$ cat src/rtl/param_sync_fifo.sv
// Parameterised single-clock FIFO with wrap-bit pointers, threshold flags,
// sticky overflow/underflow flags, synchronous flush and optional
// first-word-fall-through read mode.
module param_sync_fifo #(
  parameter int unsigned DATA_WIDTH         = 32,
  parameter int unsigned FIFO_DEPTH         = 8,
  parameter int unsigned SIZE_BITS          = 3,
  parameter int unsigned ALMOST_FULL_LEVEL  = 6,
  parameter int unsigned ALMOST_EMPTY_LEVEL = 2,
  parameter int unsigned FWFT               = 0
) (
  input  logic                  clock,
  input  logic                  reset,
  input  logic [DATA_WIDTH-1:0] data,
  input  logic                  write_enable,
  input  logic                  read_enable,
  input  logic                  flush,
  input  logic                  clear_errors,
  output logic [DATA_WIDTH-1:0] q,
  output logic                  q_valid,
  output logic                  fifo_full,
  output logic                  fifo_empty,
  output logic                  almost_full,
  output logic                  almost_empty,
  output logic [SIZE_BITS:0]    fill_count,
  output logic                  overflow,
  output logic                  underflow
);

  localparam int unsigned PtrW = SIZE_BITS + 1;
  localparam logic [PtrW-1:0] AfLevel = PtrW'(ALMOST_FULL_LEVEL);
  localparam logic [PtrW-1:0] AeLevel = PtrW'(ALMOST_EMPTY_LEVEL);

  logic [DATA_WIDTH-1:0] mem_q [FIFO_DEPTH];

  logic [PtrW-1:0]       wptr_q, wptr_d;
  logic [PtrW-1:0]       rptr_q, rptr_d;
  logic [DATA_WIDTH-1:0] q_q, q_d;
  logic                  q_valid_q, q_valid_d;
  logic                  overflow_q, overflow_d;
  logic                  underflow_q, underflow_d;

  logic                  full, empty;
  logic                  wr_accept, rd_accept;
  logic [DATA_WIDTH-1:0] head;

  // Status decode from registered pointers only.
  always_comb begin
    empty      = (wptr_q == rptr_q);
    full       = (wptr_q[SIZE_BITS-1:0] == rptr_q[SIZE_BITS-1:0]) &&
                 (wptr_q[SIZE_BITS] != rptr_q[SIZE_BITS]);
    fill_count = wptr_q - rptr_q;
    fifo_empty = empty;
    fifo_full  = full;
    almost_full  = (fill_count >= AfLevel);
    almost_empty = (fill_count <= AeLevel);
    head       = mem_q[rptr_q[SIZE_BITS-1:0]];
  end

  // Accept decisions; flush overrides any traffic in its cycle.
  always_comb begin
    wr_accept = write_enable && !full && !flush;
    rd_accept = read_enable && !empty && !flush;
  end

  // Pointer next state.
  always_comb begin
    wptr_d = wptr_q;
    rptr_d = rptr_q;
    if (flush) begin
      wptr_d = '0;
      rptr_d = '0;
    end else begin
      if (wr_accept) wptr_d = wptr_q + PtrW'(1);
      if (rd_accept) rptr_d = rptr_q + PtrW'(1);
    end
  end

  // Sticky error flags: a set event beats clear_errors; flush leaves them alone.
  always_comb begin
    overflow_d  = overflow_q;
    underflow_d = underflow_q;
    if (clear_errors) begin
      overflow_d  = 1'b0;
      underflow_d = 1'b0;
    end
    if (write_enable && full && !flush)  overflow_d  = 1'b1;
    if (read_enable && empty && !flush) underflow_d = 1'b1;
  end

  // Read data path. In FWFT mode q_q remembers the last head shown so q holds
  // its value once the FIFO drains or is flushed.
  always_comb begin
    q_d       = q_q;
    q_valid_d = 1'b0;
    if (FWFT != 0) begin
      if (!empty) q_d = head;
    end else begin
      q_valid_d = rd_accept;
      if (rd_accept) q_d = head;
    end
  end

  // Output selection between registered-read and fall-through modes.
  always_comb begin
    if (FWFT != 0) begin
      q       = empty ? q_q : head;
      q_valid = !empty;
    end else begin
      q       = q_q;
      q_valid = q_valid_q;
    end
    overflow  = overflow_q;
    underflow = underflow_q;
  end

  // Control state with asynchronous active-low reset.
  always_ff @(posedge clock or negedge reset) begin
    if (!reset) begin
      wptr_q      <= '0;
      rptr_q      <= '0;
      q_q         <= '0;
      q_valid_q   <= 1'b0;
      overflow_q  <= 1'b0;
      underflow_q <= 1'b0;
    end else begin
      wptr_q      <= wptr_d;
      rptr_q      <= rptr_d;
      q_q         <= q_d;
      q_valid_q   <= q_valid_d;
      overflow_q  <= overflow_d;
      underflow_q <= underflow_d;
    end
  end

  // Storage array, intentionally not reset.
  always_ff @(posedge clock) begin
    if (wr_accept) mem_q[wptr_q[SIZE_BITS-1:0]] <= data;
  end

endmodule

$ cat config.mk
export PLATFORM = sky130hd
export DESIGN_NAME = param_sync_fifo
export DESIGN_NICKNAME = d
export VERILOG_FILES = /design/src/rtl/param_sync_fifo.sv
export SDC_FILE = /design/constraint.sdc
export NUM_CORES = 1
export LEC_CHECK = 0
export BUFFER_PORTS_ARGS = -buffer_cell sky130_fd_sc_hd__buf_2
export CAP_MARGIN = 10
export CORE_MARGIN = 2
export CORE_UTILIZATION = 45
export CTS_CLUSTER_DIAMETER = 80
export DETAILED_ROUTE_END_ITERATION = 6
export PLACE_DENSITY = 0.64
export SYNTH_ARGS = -nofsm -noshare
export SYNTH_HDL_FRONTEND = slang
export SYNTH_SLANG_ARGS = --single-unit
$ cat constraint.sdc
create_clock -name clock -period 4.6 [get_ports clock]
set_input_delay 0.92 -clock clock [delete_from_list [all_inputs] [get_ports clock]]
set_output_delay 0.92 -clock clock [all_outputs]
set_load 0.02 [all_outputs]
After elaboration in Yosys (flattened, before gate mapping)
Memories as Yosys holds them, arrays and structs flattened. A register that Yosys moved wholly into a read port is not among the register bits.
Cells that the tools add are included.

word-level totals
  register bits after elaboration = 11
  memory bits (writable) = 256
  input bits = 38
  logic and storage cells = 40
  memories kept = 1

memories
  memory  words  width  read ports  clocked after memory_dff  write ports  line  RTL
  mem_q   8      32     1           1                         1            34    logic [DATA_WIDTH-1:0] mem_q [FIFO_DEPTH];

cells by class
  add/sub/neg operators = 3
  order comparisons = 2
  equality and inequality tests = 3
  muxes and demuxes = 9
  reduce and logical (&&, ||, !) cells = 17

operator list
  cell                   count
  $mux W4                4
  $logic_and A1 B1 Y1    9
  $add A4 B1 Y4 const B  2
  $reduce_bool A2 Y1     4
  $mux W1                5
  $eq A4 B4 Y1           1
  $ge A4 B3 Y1 const B   1
  $le A4 B2 Y1 const B   1
  $logic_not A1 Y1       4
  $sub A4 B4 Y4          1
  $eq A3 B3 Y1           1
  $ne A1 B1 Y1           1

Longest topological paths before layout
  depth after elaboration = 7
  depth in mapped cells = 10
  mapped depth without buffers = 6

Least setup slack after synthesis
OpenSTA, ideal clock, no wires.

  path type = reg2reg
  start point = register rptr_q[1]
  end point = memory mem_q[1][0], enable pin
  library setup time = 0.461 ns
  data arrival time = 4.154 ns
  required time = 4.139 ns
  setup slack = -0.015 ns
  stages on the path, launching flop included = 9
  path buffers = 2
  period minus slack after synthesis = 4.615 ns
  cells stage by stage = dfrtp_1 > buf_2 > buf_2 > inv_1 > ha_1 > nand3_1 > o21ai_1 > or3_1 > nor3_1

between the ends
  longest elaborated chain between the ends = 7

ends and longest elaborated chain
  element                            line  RTL
  start, declared                    37    logic [PtrW-1:0] rptr_q, rptr_d;
  start signal, assigned             128   rptr_q <= rptr_d;
  $eq A3 B3 Y1                       50    full = (wptr_q[SIZE_BITS-1:0] == rptr_q[SIZE_BITS-1:0]) &&
  $logic_and A1 B1 Y1                50
  $logic_not A1 Y1                   62    wr_accept = write_enable && !full && !flush;
  $logic_and A1 B1 Y1 (2 in series)  62
  $mux W1                            138   if (wr_accept) mem_q[wptr_q[SIZE_BITS-1:0]] <= data;
  $mux W1 (implied by the code)      138
  end, declared                      34

No other way between the ends.

Worst setup path in the final report
  start point = register rptr_q[1]
  end point = output port almost_full

between the ends
  longest elaborated chain between the ends = 2

ends and longest elaborated chain
  element        line  RTL
  $sub A4 B4 Y4  52    fill_count = wptr_q - rptr_q;
  $ge A4 B3 Y1   55    almost_full = (fill_count >= AfLevel);
  end, declared  23    output logic almost_full,

No other way between the ends.

==> metrics.cfg <==
[outcome]
outcome=completed

[timing]
finalSetupViolations=0
worst_slew_pin_slew_ns=1.12
setup_tns_ns=0
fmaxAchievable_ghz=0.277
relSlewSlack_pct=25.2
finalClockSkew_ns=0.00909
rsz0062_at_grt=no
drv_slew=0
hold_violations=0
post-route-min-period_ns=3.62
hold_ws_ns=0.262
timing.final.ws_setup_ns=0.984
period_share_pct=78.6

[worst_setup_path]
crit_path_top_delay_cell=buf_4
critical_path.cell_chain=buf_4 -> fa_1 -> inv_1 -> nand2_1 -> o21ai_0 -> buf_2
cp_max_fo=68
required_ns=3.68
worst-path-buf-inv=3
crit_path_start_kind=register
critical_path.startpoint=rptr_q[1]
max_stage_delay_ns=0.75
critical_path_class=register to output pin
r2r-start=wptr_q[1]
crit_family=buffers and inverters
rrSetupSlack_ns=1.27
arrival_ns=2.70
worst_setup_path_end_kind=output pin

[pwr]
power.density_nw_per_um2=510
vdd_drop_max_mv=0.267
p_leak_nw=4.50

[routing]
firstDrtPassIters=5
drt-initial-drc-count=403
vias_per_cell=5.32
avgRoutedWirePerCell_um=21.9
drc=0
vias=5358
routed_wirelength_um=22100
drtAntennaViolNets=0

[floorplanning]
initial_core_util_pct=45.8
rows=58
chipHeight_um=164
core_sq_um=25200
die_width_um=164
dieArea_sq_um=26900
ios=81

[cts]
clk_latency_ns=0.54
clock-sinks=299
cts_setup_buffers=0
cts_resized=0
hold_buffers=0
htreeDepth=1
numCtsBuffers=30
clk_pin_slew_ns=0.06
clockBufferDepth=3
tritoncts=built
clockRootBuffer=clkbuf_16

[synth]
syn_area_sq_um=11500
synth_nets=600
synthDistinctLibCells=32
synth-seq-cells=299
ys_seq_area_share_pct=76.0
synthCells=556
yosysTopAreaCell=edfxtp_1
yosys_warnings=0
synth_top_area_share_pct=66.7
avgSynthCellArea_sq_um=20.7
synth_area_leaders=edfxtp_1 (67%), mux4_2 (13%), dfrtp_1 (9.3%)

[flow_run]
drv_cap=0

[layout]
instances_no_fill=1008
insertedDiodeCount=0
final_nets=698
syn_to_final_growth_pct=15.7
drive_above_1_share_pct=33.0
final_util_pct=53.0

[global_routing]
grt_pass1_vias=5787
grt_antenna_before_repair=0
gr-total-overflow=0
grtUsageTotal_pct=17.1
grt_pass1_wl_um=34300
grt_max_degree=69

[place]
place.gp.congestion=0.758
port_buffers=80
pre_cts_slack_ns=1.23
placed_cells=949
hpwlAfterDp_um=12900

[hold_path]
hp-class=input pin to asynchronous set/reset pin

==> area by class of cell <==
cell class,count,area [sq um]
inverters,10,37.5
multi-input cells,221,2610
clock buffers,48,870
fillers,1943,11800
clock inverters,8,83.8
flip-flops and latches,299,8770
well taps,330,413
repair buffers,92,556
==> placed cells by master, fill, tap and decap left out, types with 3 or more instances in the layout <==
| cell | count |
|---|---|
| o21ai_0 | 3 |
| clkbuf_8 | 3 |
| clkinv_1 | 5 |
| o21ai_2 | 17 |
| clkbuf_16 | 31 |
| mux2i_1 | 34 |
| xnor2_1 | 3 |
| nor2_4 | 6 |
| edfxtp_1 | 256 |
| and3_1 | 3 |
| clkbuf_1 | 14 |
| mux4_2 | 64 |
| ha_1 | 5 |
| nor2_1 | 11 |
| dfrtp_1 | 40 |
| nand2_1 | 35 |
| buf_4 | 8 |
| o21ai_1 | 16 |
| o211ai_1 | 4 |
| xor2_1 | 4 |
| buf_2 | 80 |
| inv_1 | 10 |
==> synthesized netlist by cell type <==
master,count
buf_2,7
buf_8,1
o21a_1,1
clkbuf_1,7
nor2_1,17
o21ai_2,17
nand2b_1,1
nor3_1,2
buf_1,1
o211ai_1,4
a32o_1,2
mux2i_1,34
a21oi_1,2
and3_1,3
nand2_1,35
o21ai_0,3
edfxtp_1,256
o21ai_1,16
fa_1,1
xor2_1,4
ha_1,5
inv_1,10
o211ai_2,1
xor2_2,1
buf_6,10
dfrtp_1,43
or3_1,2
xnor2_2,1
xnor2_1,3
nor2b_1,1
mux4_2,64
nand3_1,1
==> power by group <==
part           switching [mW]  total [mW]  internal [mW]
clock                   0.942        2.34           1.40
combinational           0.737        1.25          0.509
sequential             0.0911        3.22           3.13
total                    1.77        6.81           5.04
==> registers in the layout, indices dropped and copies added, names as in the netlist <==
| name | cells |
|---|---|
| rptr_q | 4 |
| q_valid | 1 |
| wptr_q | 4 |
| mem_q | 256 |
| q | 32 |
| overflow | 1 |
| underflow | 1 |
==> cell families (layout without fill, tap and decap cells) <==
| group | after synthesis | after routing | share of synthesized area, % |
|---|---|---|---|
| compound gates | 46 | 46 | 2.81 |
| xor+xnor | 9 | 9 | 0.814 |
| fa+ha+maj | 6 | 6 | 0.716 |
| buf+inv | 36 | 158 | 2.00 |
| flops | 299 | 299 | 76.0 |
| mux | 98 | 98 | 15.5 |
| simple gates | 62 | 62 | 2.20 |
==> worst register-to-register path, delay by kind of cell, from the launching register on <==
| kind | cells | cell delay [ns] |
|---|---|---|
| AOI/OAI and AO/OA | 1 | 0.23 |
| adders and majority gates | 1 | 0.32 |
| DFF | 1 | 0.60 |
| and+or+nand+nor | 3 | 1.78 |
==> routing by layer <==
metal	vias up	share of wire [%]	track usage, %
li1	2433	-	-
met2	127	52	29.3
met4	0	1.1	4.43
met1	2781	43	23.3
met5	-	0	0
met3	17	4.8	2.53
==> worst paths after layout <==
path | cells after the start | to
hold / removal | 1 | rptr_q[3]
hold reg to reg | 2 | q[12]
setup reg to reg | 5 | mem_q[5][1]
setup / recovery | 6 | almost_full
min in group clock | 2 | q[12]
max in group asynchronous | 2 | q[0]
==> metrics by stage <==
stage               area [sq um]  total power, mW
floorplan                  11500             4.16
global placement           12300             4.52
detailed placement         12300             4.54
CTS                        13300             6.89
global route               13300             7.10
finish                     13300             6.81
(Power assumes the default switching activity.)
